File: config.mk
export PLATFORM = sky130hd
export DESIGN_NAME = mips_regfile_sb
export DESIGN_NICKNAME = d
export VERILOG_FILES = /design/src/rtl/mips_regfile_sb.sv
export SDC_FILE = /design/constraint.sdc
export NUM_CORES = 2
export LEC_CHECK = 0
export ABC_AREA = 0
export CAP_MARGIN = 25
export CORE_UTILIZATION = 59
export CTS_CLUSTER_SIZE = 8
export DETAILED_ROUTE_END_ITERATION = 8
export PLACE_DENSITY = 0.76
export SLEW_MARGIN = 10
export SYNTH_ARGS = -nofsm -noshare
export SYNTH_HDL_FRONTEND = slang
export SYNTH_SLANG_ARGS = --single-unit
File: constraint.sdc
create_clock -name clk -period 52 [get_ports clk]
set_clock_uncertainty 0.1 [all_clocks]
set_input_delay 10.4 -clock clk [delete_from_list [all_inputs] [get_ports clk]]
set_output_delay 10.4 -clock clk [all_outputs]
set_load 0.02 [all_outputs]
File: src/rtl/mips_regfile_sb.sv
`default_nettype none
// ============================================================================
// mips_regfile_sb : single-write, dual-read register file with registered
// reads, optional write bypass, hardwired zero entry and pending-write bits.
// Revision: 1.0
// ============================================================================
module mips_regfile_sb #(
    parameter int DATA_W   = 32,
    parameter int ADDR_W   = 5,
    parameter int BYPASS   = 1,
    parameter int ZERO_REG = 1
) (
    input  logic              clk,
    input  logic              rst,
    input  logic              rd_en,
    input  logic [ADDR_W-1:0] rd_addr1,
    input  logic [ADDR_W-1:0] rd_addr2,
    output logic [DATA_W-1:0] rd_data1,
    output logic [DATA_W-1:0] rd_data2,
    output logic              busy1,
    output logic              busy2,
    output logic              rd_valid,
    input  logic              wr_en,
    input  logic [ADDR_W-1:0] wr_addr,
    input  logic [DATA_W-1:0] wr_data,
    input  logic              rsv_en,
    input  logic [ADDR_W-1:0] rsv_addr
);

    localparam int DEPTH = 1 << ADDR_W;

    logic [DATA_W-1:0] mem_q [DEPTH];
    logic [DEPTH-1:0]  pend_q;
    logic [DEPTH-1:0]  pend_d;
    logic              wr_ok;
    logic              rsv_ok;
    logic [DATA_W-1:0] rd_data1_d;
    logic [DATA_W-1:0] rd_data2_d;
    logic              busy1_d;
    logic              busy2_d;

    assign wr_ok  = wr_en  && !((ZERO_REG != 0) && (wr_addr  == '0));
    assign rsv_ok = rsv_en && !((ZERO_REG != 0) && (rsv_addr == '0));

    // Reserve is applied after the write clear: it belongs to a younger instruction.
    always_comb begin
        pend_d = pend_q;
        if (wr_ok) begin
            pend_d[wr_addr] = 1'b0;
        end
        if (rsv_ok) begin
            pend_d[rsv_addr] = 1'b1;
        end
    end

    always_comb begin
        rd_data1_d = mem_q[rd_addr1];
        busy1_d    = (BYPASS != 0) ? pend_d[rd_addr1] : pend_q[rd_addr1];
        if ((ZERO_REG != 0) && (rd_addr1 == '0)) begin
            rd_data1_d = '0;
            busy1_d    = 1'b0;
        end else if ((BYPASS != 0) && wr_en && (wr_addr == rd_addr1)) begin
            rd_data1_d = wr_data;
        end

        rd_data2_d = mem_q[rd_addr2];
        busy2_d    = (BYPASS != 0) ? pend_d[rd_addr2] : pend_q[rd_addr2];
        if ((ZERO_REG != 0) && (rd_addr2 == '0)) begin
            rd_data2_d = '0;
            busy2_d    = 1'b0;
        end else if ((BYPASS != 0) && wr_en && (wr_addr == rd_addr2)) begin
            rd_data2_d = wr_data;
        end
    end

    always_ff @(posedge clk or posedge rst) begin
        if (rst) begin
            for (int i = 0; i < DEPTH; i++) begin
                mem_q[i] <= '0;
            end
        end else if (wr_ok) begin
            mem_q[wr_addr] <= wr_data;
        end
    end

    always_ff @(posedge clk or posedge rst) begin
        if (rst) begin
            pend_q <= '0;
        end else begin
            pend_q <= pend_d;
        end
    end

    always_ff @(posedge clk or posedge rst) begin
        if (rst) begin
            rd_data1 <= '0;
            rd_data2 <= '0;
            busy1    <= 1'b0;
            busy2    <= 1'b0;
            rd_valid <= 1'b0;
        end else begin
            rd_valid <= rd_en;
            if (rd_en) begin
                rd_data1 <= rd_data1_d;
                rd_data2 <= rd_data2_d;
                busy1    <= busy1_d;
                busy2    <= busy2_d;
            end
        end
    end

endmodule
`default_nettype wire

[Word-level counts from Yosys, hierarchy flattened]
Cells that the tools add are included.
Storage, ports and cells
  bits in registers: 1123
  bits of input ports: 57
  output and inout bits: 67
Operators by class
  order comparisons: 10
  equal/unequal tests: 2
  mux-type cells: 25
  bitwise gates (word level): 6
  reductions and logical operators: 13
Operators by type and width (number)
  $bwmux W1024: 1
  $mux W32: 11
  $bmux W32 S5: 2
  $demux W32 S5: 1
  $and A32 B32 Y32: 1
  $not A32 Y32: 1
  $or A32 B32 Y32: 1
  $lt A5 B6 Y1 const B: 4
  $logic_not A5 Y1: 4
  $ge A6 B6 Y1 const B: 3
  $not A5 Y6: 3
  $bmux W1 S5: 2
  $demux W1 S5: 2
  $eq A5 B5 Y1: 2
  $ge A5 B1 Y1 const B: 2
  $logic_and A1 B1 Y1: 7
  $lt A6 B1 Y1 const B: 1
  $mux W1: 6
  $logic_not A1 Y1: 2

[Depth between registers and ports, before layout]
  word-level depth: 12
  depth in mapped cells: 11
  mapped depth without buffers: 7

[Worst setup path after synthesis]
No wires, ideal clock.
  path kind: input to register
  start: in rd_addr1[1]
  end: reg rd_data1[6]
  setup time: 0.140 ns
  arrival time: 12.292 ns
  required time: 51.760 ns
  path slack: 39.468 ns
  stages on the path: 8
  cells stage by stage: buf_2 > buf_2 > buf_1 > mux4_2 > mux4_2 > and2_1 > a211oi_2 > o32ai_2
On the way
  cells in the longest elaborated chain, start to end: 6
  elaborated cells between the ends (all ways): 9
RTL lines
  start, declared: RTL line 16  | input logic [ADDR_W-1:0] rd_addr1,
  $not A5 Y6 (implied by the code): RTL line 57  | rd_data1_d = mem_q[rd_addr1];
  $bmux W32 S5: RTL line 57
  $mux W32 (implied by the code) (2 in series): RTL line 57
  $mux W32: RTL line 62  | end else if ((BYPASS != 0) && wr_en && (wr_addr == rd_addr1)) begin
  $mux W32 (*): RTL line 59  | if ((ZERO_REG != 0) && (rd_addr1 == '0)) begin
  end signal, assigned: RTL line 104  | rd_data1 <= rd_data1_d;
  end, declared: RTL line 18  | output logic [DATA_W-1:0] rd_data1,
Every way passes the cells marked *; elsewhere a longest branch is shown, timed or not. The select of a mux whose other input is x is not followed.
A chain may end at the register's enable or synchronous reset.

[Worst setup path after layout]
  start: in rd_addr1[0]
  end: reg rd_data1[2]
The elaborated chain is that of the path after synthesis.

==> flow_metrics.py <==
metrics = {
    "route": {
        "viasPerCell": 7.194,
        "vias": 39550,
        "dr.pass1.iters": 6,
        "routed_wl_um": 177600,
        "wl_per_cell_um": 32.31,
        "drc": 0,
        "drtIter0Drc": 4284,
        "ant_nets": 0,
    },
    "synthesis": {
        "synth_seq_cells": 1123,
        "async_flop_share_pct": 100.0,
        "avgSynthCellArea_sq_um": 14.32,
        "netlist-cell-type-count": 74,
        "syn_nets": 4240,
        "synth_edf_count": 0,
        "synthesis.instances": 4183,
        "yosys_warnings": 0,
        "syn-cell-area_sq_mm": 0.05989,
        "synth_ff_type": "dfrtp_1",
        "yosysSeqAreaShare_pct": 46.92,
    },
    "finish": {
        "drive_gt1_share_pct": 44.17,
        "synthToLayoutAreaGrowth_pct": 10.75,
        "final_common_cell": "dfrtp_1",
        "final_cells": 5497,
        "fill_cells": 6941,
        "final_cell_mix": "1,123 x dfrtp_1, 993 x mux2_2, 453 x mux4_2",
        "fin_nets": 4178,
    },
    "placed_design": {
        "io_buffer_count": 123,
        "gp_congestion": 0.9424,
        "dp_hpwl_um": 95780,
        "post-place-ws_ns": 37.02,
        "placed_cells": 5300,
    },
    "worst_setup_path": {
        "start_kind": "input pin",
        "crit_type": "input pin to register",
        "worstPathMaxFanout": 65,
        "worstPathArrival_ns": 14.78,
        "critPathCaptureType": "register",
        "worstPathRequired_ns": 52.49,
    },
    "timing": {
        "period_share_pct": 27.46,
        "setup_viol": 0,
        "setup_tns_ns": 0,
        "worst_pin_slew_ns": 1.113,
        "finalCriticalPeriod_ns": 14.28,
        "max_slew_margin_pct": 25.79,
        "whs_ns": 0.2964,
        "setup_slack_ns": 37.72,
        "timing.fmax_ghz": 0.07002,
        "rsz0062_at_grt": "no",
        "slew_violations": 0,
        "hold_viol_final": 0,
    },
    "outcome": {
        "outcome": "finished, final reports clean",
    },
    "clocking": {
        "clk_latency_ns": 0.76,
        "cts.sinks": 1123,
        "cts_root_buf": "clkbuf_16",
        "postCtsSetupBuffers": 0,
        "cts_made_buffers": 158,
        "htreeDepth": 4,
        "tritoncts": "built",
        "cts_resized": 0,
        "ctsHoldBuffers": 0,
        "cts_buffer_depth": 3,
        "path_clk_slew_ns": 0.05,
    },
    "grt": {
        "grt_pass1_wl_um": 268800,
        "grt_use_met3_pct": 8.752,
        "grt_pass1_vias": 41100,
        "groute.usage.overall_pct": 35.52,
        "grt_max_degree": 185,
        "grtUsageMet2_pct": 54.37,
        "overflow": 0,
        "top_usage_layer": "met2",
        "use_met1_pct": 48.28,
        "grt_antenna_before_repair": 8,
    },
    "min_path": {
        "hp-class": "register to register",
    },
    "floorplanning": {
        "core_area_sq_mm": 0.1003,
        "die_h_um": 320.6,
        "rows": 116,
        "io_pins": 124,
        "die-area_sq_mm": 0.1028,
        "start_util_pct": 59.72,
        "chipWidth_um": 320.6,
    },
    "power": {
        "p_leak_uw": 0.02873,
        "peakVddDrop_mv": 0.03095,
        "powerDensity_mw_per_mm2": 39.47,
        "power_uw": 2618,
    },
    "run": {
        "cap_violations": 0,
    },
}
-- report_power, final --
group	leakage (uW)	internal, uW	switching [uW]
logic	0.0123	316	220
registers	0.0144	1040	121
clock network	0.00206	544	375
total	0.0287	1900	715
-- worst paths after layout --
kind / startpoint / to / slack [ns] / depth (start not counted)
min in group asynchronous: rst / mem_q[30]$_DFFE_PP0P_ / 10.15 / 2
worst min-delay path: pend_q[0]$_DFF_PP0_ / pend_q[0]$_DFF_PP0_ / 0.30 / 0
max in group asynchronous: rst / mem_q[46]$_DFFE_PP0P_ / 38.69 / 6
worst max register to register: mem_q[158]$_DFFE_PP0P_ / rd_data2[30]$_DFFE_PP0P_ / 49.56 / 5
worst min register to register: pend_q[0]$_DFF_PP0_ / pend_q[0]$_DFF_PP0_ / 0.30 / 0
worst max-delay path: rd_addr1[0] / rd_data1[2]$_DFFE_PP0P_ / 37.72 / 9
-- kinds of logic (layout without fill, tap and decap cells) --
family / Yosys count / in the layout / synth area share [%]
AO/OA/AOI/OAI: 483 / 483 / 6.111
buffers and inverters: 547 / 500 / 4.086
XOR/XNOR: 10 / 10 / 0.1463
multiplexers: 1706 / 1706 / 40.11
flip-flops: 1123 / 1123 / 46.92
AND/OR/NAND/NOR: 314 / 314 / 2.620
other: 0 / 4 / 0
-- worst max-delay path: stages --
cell and delay, ns:
buf_8 0.48, buf_4 0.88, buf_4 0.75, buf_4 0.61
mux4_2 0.57, a22oi_1 0.23, o21ai_1 0.17, a211oi_1 0.28
o32ai_1 0.12
-- state kept, by name, indices dropped and copies added (netlist names) --
signal    cells
busy1         1
busy2         1
mem_q      1024
pend_q       32
rd_data1     32
rd_data2     32
rd_valid      1
-- synthesized netlist by cell type, types with 7 or more instances --
library cell / n / area share (%)
a211oi_1: 41 / 0.51
a211oi_2: 14 / 0.29
a21oi_1: 42 / 0.35
a221oi_1: 91 / 1.3
a22o_1: 13 / 0.19
a22oi_1: 66 / 0.83
and2_1: 58 / 0.61
and3_1: 7 / 0.073
buf_1: 76 / 0.48
buf_2: 66 / 0.55
buf_4: 17 / 0.21
buf_6: 28 / 0.53
clkbuf_1: 275 / 1.7
dfrtp_1: 1123 / 47
inv_1: 78 / 0.49
mux2_1: 30 / 0.56
mux2_2: 993 / 19
mux2i_1: 230 / 3.8
mux4_2: 453 / 17
nand2_1: 38 / 0.24
nand3_1: 18 / 0.15
nor2_1: 141 / 0.88
nor2b_1: 7 / 0.073
o21ai_0: 47 / 0.39
o21ai_1: 52 / 0.43
o22ai_1: 7 / 0.073
o32ai_1: 64 / 0.94
or2_0: 9 / 0.094
xor2_1: 8 / 0.12
-- metrics by stage --
step,utilization (%),cell area (sq um)
floorplan,-,59890
global placement,61.40,61580
detailed placement,61.63,61810
CTS,65.82,66010
global route,66.13,66320
finish,66.14,66330
-- layout make-up --
type	instances	area, sq um	share of cell area [%]
multi-input combinational	2513	29510	44.49
sequential	1123	28100	42.37
clock buffer	163	4036	6.085
timing repair buffer	244	2490	3.754
tap	1357	1698	2.560
inverter	81	314.1	0.4735
clock inverter	12	167.7	0.2528
antenna	4	10.01	0.01509
-- per-layer routing --
layer	vias to the layer above	part of all wire (%)
li1	15900	-
met1	20990	39
met2	2143	46
met3	509	10
met4	10	4.6
met5	-	0.062
Power figures use the tool's default switching activity.
